$ cat src/rtl/fact_seq_ctrl_pkg.sv
// rtl/fact_seq_ctrl_pkg.sv - shared types and defaults for the factorial sequencer
package fact_seq_ctrl_pkg;

  localparam int N_W_DEF     = 9;
  localparam int D_W_DEF     = 16;
  localparam int MUL_LAT_DEF = 1;

  typedef enum logic [2:0] {
    ST_IDLE = 3'd0,
    ST_MUL  = 3'd1,
    ST_WAIT = 3'd2,
    ST_ACC  = 3'd3,
    ST_DONE = 3'd4
  } state_t;

  typedef enum logic [1:0] {
    ALU_OP_NONE = 2'd0,
    ALU_OP_MUL  = 2'd1
  } alu_op_t;

  function automatic int cnt_w(input int n);
    return (n > 1) ? $clog2(n) : 1;
  endfunction

endpackage

$ cat src/rtl/fact_seq_ctrl_iter_cnt.sv
// rtl/fact_seq_ctrl_iter_cnt.sv - loadable down-counter holding the factorial iteration k
module fact_seq_ctrl_iter_cnt #(
  parameter int N_W = 9
) (
  input  logic           clk,
  input  logic           rst,
  input  logic           load,
  input  logic           dec,
  input  logic [N_W-1:0] load_val,
  output logic [N_W-1:0] cnt,
  output logic           is_le1,
  output logic           is_two
);

  // load wins over dec; the counter never wraps below zero
  always_ff @(posedge clk) begin
    if (rst) begin
      cnt <= '0;
    end else if (load) begin
      cnt <= load_val;
    end else if (dec && (cnt != '0)) begin
      cnt <= cnt - 1'b1;
    end
  end

  assign is_le1 = (cnt <= N_W'(1));
  assign is_two = (cnt == N_W'(2));

endmodule

$ cat src/rtl/fact_seq_ctrl.sv
// rtl/fact_seq_ctrl.sv - factorial sequencer driving the shared ALU multiply
module fact_seq_ctrl
  import fact_seq_ctrl_pkg::*;
#(
  parameter int N_W     = N_W_DEF,
  parameter int D_W     = D_W_DEF,
  parameter int MUL_LAT = MUL_LAT_DEF
) (
  input  logic           clk,
  input  logic           rst,
  input  logic           start,
  input  logic [N_W-1:0] val,
  input  logic [D_W-1:0] alu_res,
  input  logic           alu_ovf,
  output logic [D_W-1:0] alu_a,
  output logic [D_W-1:0] alu_b,
  output logic           alu_req,
  output logic           busy,
  output logic           done,
  output logic [D_W-1:0] result,
  output logic           ovf,
  output logic [N_W-1:0] iter
);

  localparam int WCNT_W = cnt_w(MUL_LAT);

  state_t            state_q, state_d;
  alu_op_t           op_sel;
  logic [D_W-1:0]    acc_q, acc_d;
  logic [D_W-1:0]    result_q, result_d;
  logic              ovf_q, ovf_d;
  logic [WCNT_W-1:0] wcnt_q, wcnt_d;
  logic              cnt_load, cnt_dec;
  logic [N_W-1:0]    k;
  logic              k_is_le1, k_is_two;

  fact_seq_ctrl_iter_cnt #(.N_W(N_W)) u_iter_cnt (
    .clk      (clk),
    .rst      (rst),
    .load     (cnt_load),
    .dec      (cnt_dec),
    .load_val (val),
    .cnt      (k),
    .is_le1   (k_is_le1),
    .is_two   (k_is_two)
  );

  always_ff @(posedge clk) begin
    if (rst) begin
      state_q  <= ST_IDLE;
      acc_q    <= '0;
      result_q <= '0;
      ovf_q    <= 1'b0;
      wcnt_q   <= '0;
    end else begin
      state_q  <= state_d;
      acc_q    <= acc_d;
      result_q <= result_d;
      ovf_q    <= ovf_d;
      wcnt_q   <= wcnt_d;
    end
  end

  // RESULT is loaded on the way into DONE so it is already final while DONE is high
  always_comb begin
    state_d  = state_q;
    acc_d    = acc_q;
    result_d = result_q;
    ovf_d    = ovf_q;
    wcnt_d   = wcnt_q;
    cnt_load = 1'b0;
    cnt_dec  = 1'b0;
    op_sel   = ALU_OP_NONE;
    case (state_q)
      ST_IDLE: begin
        if (start) begin
          cnt_load = 1'b1;
          ovf_d    = 1'b0;
          acc_d    = D_W'(1);
          if (val <= N_W'(1)) begin
            result_d = D_W'(1);
            state_d  = ST_DONE;
          end else begin
            result_d = '0;
            state_d  = ST_MUL;
          end
        end
      end
      ST_MUL: begin
        op_sel  = ALU_OP_MUL;
        wcnt_d  = WCNT_W'(MUL_LAT - 1);
        state_d = ST_WAIT;
      end
      // WAIT spans MUL_LAT cycles so ACC samples a product that has settled
      ST_WAIT: begin
        if (wcnt_q == '0) begin
          state_d = ST_ACC;
        end else begin
          wcnt_d = wcnt_q - 1'b1;
        end
      end
      ST_ACC: begin
        if (alu_ovf) begin
          ovf_d    = 1'b1;
          acc_d    = '1;
          result_d = '1;
          state_d  = ST_DONE;
        end else begin
          acc_d   = alu_res;
          cnt_dec = 1'b1;
          if (k_is_two || k_is_le1) begin
            result_d = alu_res;
            state_d  = ST_DONE;
          end else begin
            state_d = ST_MUL;
          end
        end
      end
      ST_DONE: begin
        state_d = ST_IDLE;
      end
      default: begin
        state_d = ST_IDLE;
      end
    endcase
  end

  assign alu_req = (op_sel == ALU_OP_MUL);
  assign alu_a   = alu_req ? acc_q : '0;
  assign alu_b   = alu_req ? D_W'(k) : '0;
  assign busy    = (state_q != ST_IDLE);
  assign done    = (state_q == ST_DONE);
  assign result  = result_q;
  assign ovf     = ovf_q;
  assign iter    = busy ? k : '0;

endmodule

$ cat config.mk
export PLATFORM = sky130hd
export DESIGN_NAME = fact_seq_ctrl
export DESIGN_NICKNAME = d
export VERILOG_FILES = /design/src/rtl/fact_seq_ctrl_pkg.sv /design/src/rtl/fact_seq_ctrl_iter_cnt.sv /design/src/rtl/fact_seq_ctrl.sv
export SDC_FILE = /design/constraint.sdc
export NUM_CORES = 1
export LEC_CHECK = 0
export CORE_MARGIN = 5
export CORE_UTILIZATION = 45
export CTS_CLUSTER_SIZE = 30
export DETAILED_ROUTE_END_ITERATION = 8
export PLACE_DENSITY_LB_ADDON = 0.25
export SLEW_MARGIN = 20
export SYNTH_ARGS = -nofsm -noshare
export SYNTH_HDL_FRONTEND = slang
export SYNTH_HIERARCHICAL = 1
export SYNTH_SLANG_ARGS = --single-unit
$ cat constraint.sdc
create_clock -name clk -period 3 [get_ports clk]
set_clock_uncertainty 0.1 [all_clocks]
set_input_delay 0.6 -clock clk [delete_from_list [all_inputs] [get_ports clk]]
set_output_delay 0.6 -clock clk [all_outputs]
set_load 0.005 [all_outputs]
==> impl_results.md <==
* Post-synthesis compound-gate area fraction at 19.79%
* Hold Vio Cnt, Final at 0
* Synth Flop Type: dfxtp_1
* Syn Area/Cell at 8.561 um2
* Setup TNS at 0 ns
* Core area at 0.005172 mm2
* Worst Setup Start Kind: register
* First-pass GRT wire length at 10750 um
* DIE WIDTH at 83.64 um
* Slew Limit Headroom at 57.21%
* Final ANT Viol Nets at 0
* Max-Cap Viols at 0
* Routed WL at 6434 um
* Post-cts resize count at 0
* Sw Ratio at 34.69%
* Fin crit share at 91.38%
* Pin count of the biggest net entering global routing at 33
* Number of port buffers at 82
* Via count at 2220
* Post-synthesis register bit count at 45
* Clock slew at the register clock pins of the worst setup and hold paths at 0.09 ns
* Die area at 0.006995 mm2
* Worst-skew pair later-pin latency at 0.30 ns
* Post-synthesis sequential area ratio at 36.92%
* Post-CTS Hold Fix Bufs at 0
* Final Critical Period at 2.741 ns
* Dominant cell type by area after synthesis: dfxtp_1
* Area grow syn2layout at 38.31%
* H-tree depth at 2
* Met1 usage at 22.41%
* Critical path required time at 2.30 ns
* Placed Cells at 427
* Total GRT Usage at 18.51%
* GRT overflow at 0
* Final setup viols at 0
* GR met3 Demand/Resource at 5.824%
* Type of the worst setup path: register to output pin
* Via-to-Cell Ratio at 5.103
* Share of the synthesized area in the top cell type at 36.92%
* Clock buffer depth at 2
* Worst setup margin at 0.2586 ns
* Share of flip-flops with an asynchronous set or reset at 0%
* RSZ-0062 raised after global routing: false
* Synth Area in Adders at 2.051%
* Die height at 83.64 um
* Clock Sinks at 45
* Xor/xnor share of the synthesized area at 2.154%
* Vias in the first global route at 2231
* ANT cells at 0
* Non-Filler Instances at 435
* Comb pwr share at 31.8%
* Root buffer cell: clkbuf_8
* Synth top area cells: dfxtp_1, a21oi_1, and2_1, nand2_1, nand2b_1
* Routed len/inst at 14.79 um
* Int Power at 1.064 mW
* Number of enable flip-flop cells after synthesis at 0
* Post-synth top cells: dfxtp_1, a21oi_1, nand2_1
* Leak at 1.183 nW
* Grt met2 use at 31.81%
* Maximum vdd drop at 268.3 uV
* First drt pass iteration count at 4
* Simple-Gate Fraction of Synth Area at 30.56%
* Routability Congestion at 0.8317
* CTS tree: yes
* Post-Route Utilization at 65.24%
* Mux share of post-synthesis cell area at 0.8205%
* Clk pwr share at 24.4%
* Post-DP HPWL at 4804 um
* Cell area after synthesis at 0.002440 mm2
* DRC viols at 0
* CTS Buf Count at 5
* Fin. max-slew vios at 0
* Iter 0 DRT Violations at 121
* Fmax at 364.8 MHz
* Post-place setup slack at 0.3881 ns
* Nets at 397
* Post-CTS Setup Bufs at 0
* Arrival time worst endpoint at 2.04 ns
* Placed cell area at 0.003281 mm2
* Starting density of the core at 47.17%
* Gr busiest metal: met2
* Critical Path Sink Type: output pin
* Largest family of logic cells by synthesized area: simple AND/OR/NAND/NOR gates
* I/O Pins at 90
* Power, Total at 1.628 mW
* Yosys warning total at 6
* Cell with the most instances after synthesis: dfxtp_1
* Sw Pwr at 565.0 uW
* Least-Margin Pin Slew at 0.6419 ns
* Fraction of layout cells with a size suffix above 1 at 10.14%
* Critical path peak fanout at 16
* Sequential share of power at 43.8%
* Syn Inst Count at 285
* Yosys cell types at 49
* Worst hold slack at 0.3533 ns
* Initial antenna violation count at 0
* FP Rows at 26
* Power per cell area at 482.6 mW/mm2
* Design area at 0.003374 mm2
* Status: complete, no violations
* Class of the worst hold path: register to register
[flip-flops by register name (all words and copies together) (netlist names)]
register        flops
u_iter_cnt/cnt      9
state_q             3
ovf                 1
result             16
acc_q              16
[layer usage]
metal / routed length [um] / up-vias
li1: - / 1116
met1: 2815 / 1029
met2: 3119 / 68
met3: 423 / 7
met4: 76 / 0
met5: 0 / -
[logic make-up (layout without fill, tap and decap cells)]
kind of cell | Yosys count | count (layout)
buffers and inverters | 32 | 106
adder cells (fa/ha/maj) | 4 | 4
AO/OA/AOI/OAI | 72 | 72
XOR/XNOR | 6 | 6
AND/OR/NAND/NOR | 123 | 123
multiplexers | 2 | 2
flip-flops | 45 | 45
other | 1 | 7
[cell usage in the layout (no fill, tap or decap), types with 4 or more instances in the layout]
master           instances
dfxtp_1                 45
xnor2_1                  6
inv_1                    7
conb_1                   7
a21oi_1                 34
nor3_1                   5
ha_1                     4
nor2_1                  13
buf_4                    9
nand2_1                 33
nand2b_1                15
clkdlybuf4s50_1         81
nor2b_1                 10
and2_1                  27
clkbuf_8                 5
o21ai_0                 13
a211oi_1                 8
[worst max-delay path, cell delays in order, from the launching register on]
cell,delay [ns]
dfxtp_1,0.57
nor3b_2,0.27
buf_4,0.23
and2_1,0.17
clkdlybuf4s50_1,0.51
[path summary, 6_finish.rpt]
kind / endpoint / start / slack [ns] / depth (start not counted)
setup / recovery: alu_a[5] / state_q[0] / 0.26 / 4
hold / removal: acc_q[2] / acc_q[2] / 0.35 / 2
setup reg to reg: result[0] / u_iter_cnt/cnt[2] / 0.57 / 7
hold reg to reg: acc_q[2] / acc_q[2] / 0.35 / 2
[power groups by stage]
stage	sequential (mW)	combinational, mW	clock, mW
floorplan	0.695	0.357	0
global placement	0.725	0.509	0
detailed placement	0.727	0.517	0
CTS	0.714	0.519	0.404
global route	0.724	0.564	0.435
finish	0.714	0.517	0.398
[final cells by class]
type	instances	area (um2)
fill	451	1798
clock inverter	3	25.02
tap	70	87.58
clock buffer	5	68.82
timing repair buffer	91	883.3
sequential	45	900.9
inverter	7	26.28
multi-input combinational	214	1383
No activity file was read; power rests on OpenSTA's default activity.
